**src/rtl/cpu_pkg.sv**
```systemverilog
// cpu_pkg: shared definitions for the teaching-CPU sequencer.
//   - 5-bit opcode class constants (opecode[DATA_W-1 -: 5])
//   - ALU control constants
//   - stage_t: sequencer stage encoding
//   - op_defined(): true for the opcode classes the sequencer executes
package cpu_pkg;

    localparam logic [4:0] OP_NOP = 5'b00000;
    localparam logic [4:0] OP_MOV = 5'b00001;
    localparam logic [4:0] OP_LD  = 5'b01000;
    localparam logic [4:0] OP_LDI = 5'b01010;
    localparam logic [4:0] OP_ST  = 5'b01100;
    localparam logic [4:0] OP_ADD = 5'b10000;
    localparam logic [4:0] OP_SUB = 5'b10001;
    localparam logic [4:0] OP_JMP = 5'b11000;
    localparam logic [4:0] OP_JZ  = 5'b11001;
    localparam logic [4:0] OP_HLT = 5'b11111;

    localparam logic [1:0] ALU_ADD = 2'b00;
    localparam logic [1:0] ALU_SUB = 2'b01;

    typedef enum logic [2:0] {
        STG_AWAIT,
        STG_FETCHA,
        STG_FETCHB,
        STG_EXECA,
        STG_EXECB
    } stage_t;

    function automatic logic op_defined(input logic [4:0] cls);
        case (cls)
            OP_NOP, OP_MOV, OP_LD, OP_LDI, OP_ST,
            OP_ADD, OP_SUB, OP_JMP, OP_JZ, OP_HLT: op_defined = 1'b1;
            default:                               op_defined = 1'b0;
        endcase
    endfunction

endpackage

```
**src/rtl/cpu_seq_stage.sv**
```systemverilog
// cpu_seq_stage: stage FSM of the sequencer with the halt-request latch.
// Ports:
//   clk, rst       clock (rising edge), asynchronous active-low reset
//   run            start request, sampled in AWAIT (ignored while halt=1)
//   halt           stop request, latched in any non-AWAIT stage
//   stop           current instruction ends the program (HLT / trap)
//   stage          current stage, for decode in the parent
//   await..execb   one-hot stage flags
module cpu_seq_stage
    import cpu_pkg::*;
(
    input  logic   clk,
    input  logic   rst,
    input  logic   run,
    input  logic   halt,
    input  logic   stop,
    output stage_t stage,
    output logic   await,
    output logic   fetcha,
    output logic   fetchb,
    output logic   execa,
    output logic   execb
);

    stage_t state, state_nx;
    logic   halt_req, halt_req_nx;

    always_ff @(posedge clk or negedge rst) begin
        if (!rst) begin
            state    <= STG_AWAIT;
            halt_req <= 1'b0;
        end else begin
            state    <= state_nx;
            halt_req <= halt_req_nx;
        end
    end

    always_comb begin
        state_nx    = state;
        halt_req_nx = halt_req;
        case (state)
            STG_AWAIT: begin
                halt_req_nx = 1'b0;
                if (run && !halt) state_nx = STG_FETCHA;
            end
            STG_FETCHA: begin
                halt_req_nx = halt_req | halt;
                state_nx    = STG_FETCHB;
            end
            STG_FETCHB: begin
                halt_req_nx = halt_req | halt;
                state_nx    = STG_EXECA;
            end
            STG_EXECA: begin
                halt_req_nx = halt_req | halt;
                state_nx    = STG_EXECB;
            end
            STG_EXECB: begin
                // Either leaving for AWAIT (request cleared) or no request pending.
                halt_req_nx = 1'b0;
                if (halt_req || halt || stop) state_nx = STG_AWAIT;
                else                          state_nx = STG_FETCHA;
            end
            default: begin
                halt_req_nx = 1'b0;
                state_nx    = STG_AWAIT;
            end
        endcase
    end

    assign stage  = state;
    assign await  = (state == STG_AWAIT);
    assign fetcha = (state == STG_FETCHA);
    assign fetchb = (state == STG_FETCHB);
    assign execa  = (state == STG_EXECA);
    assign execb  = (state == STG_EXECB);

endmodule

```
**src/rtl/cpu_seq.sv**
```systemverilog
// cpu_seq: fetch/execute sequencer of the teaching CPU.
// Owns the PC, the opcode/operand instruction registers and the memory data
// register, and drives RAM, register-file and ALU control.
// Ports:
//   clk, rst                 clock, asynchronous active-low reset
//   run, halt                start / stop requests
//   ram_rdata                RAM read data (combinational w.r.t. ram_addr)
//   rf_aout, rf_bout         register-file read ports
//   alu_sout, alu_zflag      registered ALU result and zero flag
//   ram_addr/wdata/rden/wren RAM interface
//   rf_asel/bsel/csel/cin/cload  register-file interface
//   alu_ena, alu_ctrl        ALU capture enable and operation
//   await..execb             one-hot stage flags
//   pc_out, opecode, operand program counter and instruction registers
//   illegal                  sticky illegal-opcode flag
// Build option: CPU_SEQ_ILLEGAL_TRAP_EN -- undefined opcode classes set
// illegal and return to AWAIT; otherwise they execute as NOP and illegal=0.
module cpu_seq
    import cpu_pkg::*;
#(
    parameter int DATA_W    = 8,
    parameter int ADDR_W    = 8,
    parameter int REG_SEL_W = 3
) (
    input  logic                 clk,
    input  logic                 rst,
    input  logic                 run,
    input  logic                 halt,
    input  logic [DATA_W-1:0]    ram_rdata,
    input  logic [DATA_W-1:0]    rf_aout,
    input  logic [DATA_W-1:0]    rf_bout,
    input  logic [DATA_W-1:0]    alu_sout,
    input  logic                 alu_zflag,
    output logic [ADDR_W-1:0]    ram_addr,
    output logic [DATA_W-1:0]    ram_wdata,
    output logic                 ram_rden,
    output logic                 ram_wren,
    output logic [REG_SEL_W-1:0] rf_asel,
    output logic [REG_SEL_W-1:0] rf_bsel,
    output logic [REG_SEL_W-1:0] rf_csel,
    output logic [DATA_W-1:0]    rf_cin,
    output logic                 rf_cload,
    output logic                 alu_ena,
    output logic [1:0]           alu_ctrl,
    output logic                 await,
    output logic                 fetcha,
    output logic                 fetchb,
    output logic                 execa,
    output logic                 execb,
    output logic [ADDR_W-1:0]    pc_out,
    output logic [DATA_W-1:0]    opecode,
    output logic [DATA_W-1:0]    operand,
    output logic                 illegal
);

    stage_t               stage;
    logic [ADDR_W-1:0]    pc;
    logic [DATA_W-1:0]    mdr;
    logic [4:0]           cls;
    logic [REG_SEL_W-1:0] c_sel, ra_sel, rb_sel;
    logic                 stop;

    assign cls    = opecode[DATA_W-1 -: 5];
    assign c_sel  = opecode[REG_SEL_W-1:0];
    assign ra_sel = operand[DATA_W-1 -: REG_SEL_W];
    assign rb_sel = operand[DATA_W-1-REG_SEL_W -: REG_SEL_W];

`ifdef CPU_SEQ_ILLEGAL_TRAP_EN
    logic illegal_q;
    assign stop    = (cls == OP_HLT) || !op_defined(cls);
    assign illegal = illegal_q;

    always_ff @(posedge clk or negedge rst) begin
        if (!rst)                                        illegal_q <= 1'b0;
        else if (stage == STG_EXECB && !op_defined(cls)) illegal_q <= 1'b1;
    end
`else
    assign stop    = (cls == OP_HLT);
    assign illegal = 1'b0;
`endif

    cpu_seq_stage u_stage (
        .clk    (clk),
        .rst    (rst),
        .run    (run),
        .halt   (halt),
        .stop   (stop),
        .stage  (stage),
        .await  (await),
        .fetcha (fetcha),
        .fetchb (fetchb),
        .execa  (execa),
        .execb  (execb)
    );

    always_ff @(posedge clk or negedge rst) begin
        if (!rst) begin
            pc      <= '0;
            opecode <= '0;
            operand <= '0;
            mdr     <= '0;
        end else begin
            case (stage)
                STG_FETCHA: begin
                    opecode <= ram_rdata;
                    pc      <= pc + ADDR_W'(1);
                end
                STG_FETCHB: begin
                    operand <= ram_rdata;
                    pc      <= pc + ADDR_W'(1);
                end
                STG_EXECA: begin
                    if (cls == OP_LD) mdr <= ram_rdata;
                end
                STG_EXECB: begin
                    if (cls == OP_JMP || (cls == OP_JZ && alu_zflag))
                        pc <= operand[ADDR_W-1:0];
                end
                default: ;
            endcase
        end
    end

    assign pc_out = pc;

    always_comb begin
        ram_addr  = '0;
        ram_wdata = '0;
        ram_rden  = 1'b0;
        ram_wren  = 1'b0;
        rf_asel   = ra_sel;
        rf_bsel   = rb_sel;
        rf_csel   = c_sel;
        rf_cin    = '0;
        rf_cload  = 1'b0;
        alu_ena   = 1'b0;
        alu_ctrl  = ALU_ADD;
        case (stage)
            STG_FETCHA, STG_FETCHB: begin
                ram_addr = pc;
                ram_rden = 1'b1;
            end
            STG_EXECA: begin
                ram_rden = 1'b1;
                case (cls)
                    OP_LD: ram_addr = rf_aout[ADDR_W-1:0];
                    OP_ST: begin
                        rf_bsel   = c_sel;
                        ram_addr  = rf_aout[ADDR_W-1:0];
                        ram_wdata = rf_bout;
                        ram_wren  = 1'b1;
                        ram_rden  = 1'b0;
                    end
                    OP_ADD: alu_ena = 1'b1;
                    OP_SUB: begin
                        alu_ena  = 1'b1;
                        alu_ctrl = ALU_SUB;
                    end
                    default: ;
                endcase
            end
            STG_EXECB: begin
                ram_rden = 1'b1;
                case (cls)
                    OP_MOV: begin
                        rf_cload = 1'b1;
                        rf_cin   = rf_aout;
                    end
                    OP_LD: begin
                        rf_cload = 1'b1;
                        rf_cin   = mdr;
                    end
                    OP_LDI: begin
                        rf_cload = 1'b1;
                        rf_cin   = operand;
                    end
                    OP_ADD, OP_SUB: begin
                        rf_cload = 1'b1;
                        rf_cin   = alu_sout;
                    end
                    default: ;
                endcase
            end
            default: ;
        endcase
    end

endmodule

```
**config.mk**
```make
export PLATFORM = sky130hd
export DESIGN_NAME = cpu_seq
export DESIGN_NICKNAME = d
export VERILOG_FILES = /design/src/rtl/cpu_pkg.sv /design/src/rtl/cpu_seq_stage.sv /design/src/rtl/cpu_seq.sv
export SDC_FILE = /design/constraint.sdc
export NUM_CORES = 1
export LEC_CHECK = 0
export BUFFER_PORTS_ARGS = -buffer_cell sky130_fd_sc_hd__buf_2
export CAP_MARGIN = 20
export CELL_PAD_IN_SITES_DETAIL_PLACEMENT = 1
export CELL_PAD_IN_SITES_GLOBAL_PLACEMENT = 2
export CORE_MARGIN = 1
export CORE_UTILIZATION = 27
export CTS_CLUSTER_SIZE = 28
export DETAILED_ROUTE_END_ITERATION = 12
export PLACE_DENSITY_LB_ADDON = 0.05
export RECOVER_POWER = 100
export SYNTH_ARGS = -nofsm -noshare
export SYNTH_HDL_FRONTEND = slang
export SYNTH_SLANG_ARGS = --single-unit
export TNS_END_PERCENT = 1
```
**constraint.sdc**
```tcl
create_clock -name clk -period 1.9 [get_ports clk]
set_input_delay 0 -clock clk [delete_from_list [all_inputs] [get_ports clk]]
set_output_delay 0 -clock clk [all_outputs]
set_load 0.03 [all_outputs]
```
==> results.py <==
metrics = {
    "sta": {
        "skew_ns": 0.00235,
        "fmax_ghz": 0.507,
        "worstMarginPinSlew_ns": 1.44,
        "slew_headroom_pct": 3.83,
        "finalSetupViolations": 21,
        "final.min_clock_period_ns": 1.97,
        "fin_tns_setup_ns": -0.604,
        "post-route-period-util_pct": 104,
        "hold_violations": 0,
        "drv_slew": 0,
        "worst_hold_slack_ns": 0.163,
        "rsz0062_at_grt": "yes",
        "setup_slack_ns": -0.0741,
    },
    "synth": {
        "synthCells": 222,
        "synth-async-reset-ratio_pct": 100,
        "yosysTopAreaCellShare_pct": 40.1,
        "ys_warn_count": 0,
        "synth_ff_type": "dfrtp_1",
        "seq_area_frac_synth_pct": 40.1,
        "synth.distinct_cells": 51,
        "yosysTopAreaCell": "dfrtp_1",
        "synth_area_um2": 2250,
        "synth-edff-count": 0,
        "synth_seq_cells": 36,
        "synth_area_leaders": "dfrtp_1 40%, mux2_2 12%, mux2_1 4.0%, a22o_1 3.1%, and3_1 2.8%",
        "avgSynthCellArea_um2": 10.1,
    },
    "clock_tree": {
        "cts.clk_slew.worst_paths_ns": 0.08,
        "numCtsBuffers": 5,
        "h-tree-depth": 2,
        "clk_latency_ns": 0.29,
        "cts.path.max_buffers": 2,
        "clock-sinks": 36,
        "cts_root_buf": "clkbuf_8",
        "tritoncts": "built",
    },
    "routing": {
        "drc": 0,
        "routed_via_density": 5.03,
        "drt-total-wl_mm": 8.10,
        "postRouteAntennaNets": 0,
        "wire_per_inst_um": 18.1,
        "drt-pass1-iter-count": 4,
        "vias": 2248,
        "drt_iter0_markers": 66,
    },
    "floorplanning": {
        "core_um2": 7890,
        "fp.dieH_um": 93.3,
        "num_rows": 32,
        "die_width_um": 93.3,
        "start_util_pct": 28.5,
        "ios": 106,
        "dieArea_um2": 8700,
    },
    "power": {
        "vdd_drop_max_v": 0.000941,
        "leakagePower_nw": 1.50,
        "power.density_nw_per_um2": 1980,
        "power_mw": 6.63,
    },
    "outcome": {
        "violations": "setup timing",
        "status": "finished with violations",
    },
    "global_routing": {
        "antenna_found_initial": 0,
        "grt-ovfl-total": 0,
        "grt_first_pass_wirelength_mm": 13.0,
        "grt_pass1_vias": 2322,
        "grt_max_degree": 26,
        "gr-usage-all-layers_pct": 19.8,
    },
    "final_layout": {
        "antenna_cells": 0,
        "final_util_pct": 42.5,
        "drive_gt1_share_pct": 43.5,
        "final_cells": 447,
        "final_nets": 382,
        "area_delta_synth_final_pct": 49.0,
    },
    "placed_design": {
        "dp_cells": 429,
        "hpwl_mm": 6.15,
        "gp_congestion": 0.792,
        "port_buffers": 103,
    },
    "worst_setup_path": {
        "cp_data_required_time_ns": 1.90,
        "worstSetupPathType": "register to primary output",
        "startpoint_type": "register",
        "arrival_ns": 1.97,
        "cp-end-kind": "primary output",
        "rrSetupSlack_ns": 0.10,
        "reg2reg_depth": 4,
        "cp_max_fo": 4,
    },
    "worst_hold_path": {
        "holdPathStages": 4,
        "holdCritPathClass": "input pin to register",
    },
    "run": {
        "drv_cap": 0,
    },
}
## path summary, 6_finish.rpt
kind | startpoint | endpoint
max | opecode[7]$_DFFE_PN0P_ | rf_bsel[0]
min reg2reg | mdr[5]$_DFFE_PN0P_ | mdr[5]$_DFFE_PN0P_
max in group asynchronous | rst | u_stage.stage[1]$_DFFE_PN0P_
max reg2reg | u_stage.stage[2]$_DFFE_PN0P_ | opecode[6]$_DFFE_PN0P_
min in group asynchronous | rst | pc_out[1]$_DFFE_PN0P_
min | run | u_stage.stage[0]$_DFFE_PN0P_
## routing by layer
metal / GRT usage [%] / wire length [um] / share of wire, % / vias to the layer above
met4: 4.62 / 74 / 0.91 / 0
met1: 26.7 / 3750 / 46 / 1103
met3: 3.66 / 471 / 5.8 / 6
li1: - / - / - / 1050
met5: 0 / 0 / 0 / -
met2: 33.0 / 3800 / 47 / 89
## Yosys cell counts, types with 7 or more instances
cell	n
dfrtp_1	36
mux2_2	23
nand2_1	15
a21oi_1	12
and3_1	10
a22o_1	8
a22oi_1	8
buf_4	8
mux2_1	8
buf_2	7
nor2_1	7
## kinds of logic after synthesis
logic type,after synthesis,share of synthesized area [%]
AND/OR/NAND/NOR,69,18.5
adder cells (fa/ha/maj),1,0.556
multiplexers,34,17.5
XOR/XNOR,2,1.11
flip-flops,36,40.1
other,1,0.167
buffers and inverters,29,6.57
AO/OA/AOI/OAI,50,15.5
## registers in the layout, summed over array words and instances, names as in the netlist
name	cells
u_stage.stage	3
mdr	8
opecode	8
pc_out	8
operand	8
u_stage.halt_req	1
## cell usage in the layout (no fill, tap or decap), types with 7 or more instances in the layout
cell type | synthesis | layout
buf_6 | 0 | 22
and3_1 | 10 | 10
a22o_1 | 8 | 8
a21oi_2 | 0 | 8
dlygate4sd3_1 | 0 | 10
a22oi_1 | 8 | 8
clkbuf_8 | 0 | 7
mux2_1 | 8 | 8
dfrtp_1 | 36 | 33
clkbuf_1 | 6 | 34
mux2_2 | 23 | 23
nand2_1 | 15 | 15
buf_2 | 7 | 42
buf_4 | 8 | 20
## per-stage QoR
step                setup slack, ns  cell area [um2]
floorplan                   -0.0146             2290
global placement             0.0817             2990
detailed placement           0.0679             2990
CTS                         -0.0954             3390
global route                 -0.174             3350
finish                      -0.0741             3350
## worst max-delay path, stage by stage, from the launching register on
cell and delay (ns):
dfrtp_1 0.38, or3b_4 0.46, nor3b_4 0.26, nand2_4 0.12
mux2_4 0.32, buf_6 0.14
## layout make-up
cell class	count	area (um2)
flip-flops and latches	36	905
well taps	102	128
repair buffers	136	886
inverters	7	26.3
clock buffers	7	96.3
fillers	940	4540
clock inverters	1	30.0
multi-input cells	158	1280
## power by group
group | switching (mW) | internal, mW | total [mW]
clock network | 0.296 | 0.464 | 0.760
logic | 2.55 | 1.67 | 4.23
registers | 0.482 | 1.16 | 1.64
total | 3.33 | 3.30 | 6.63
## what timing repair did
action,CTS,global route
setup endpoints to repair,28,35
hold endpoints to repair,49,0
hold buffers,10,0
pin swaps,7,5
resized for setup,55,5
setup buffers,0,0
(Power assumes the default switching activity.)
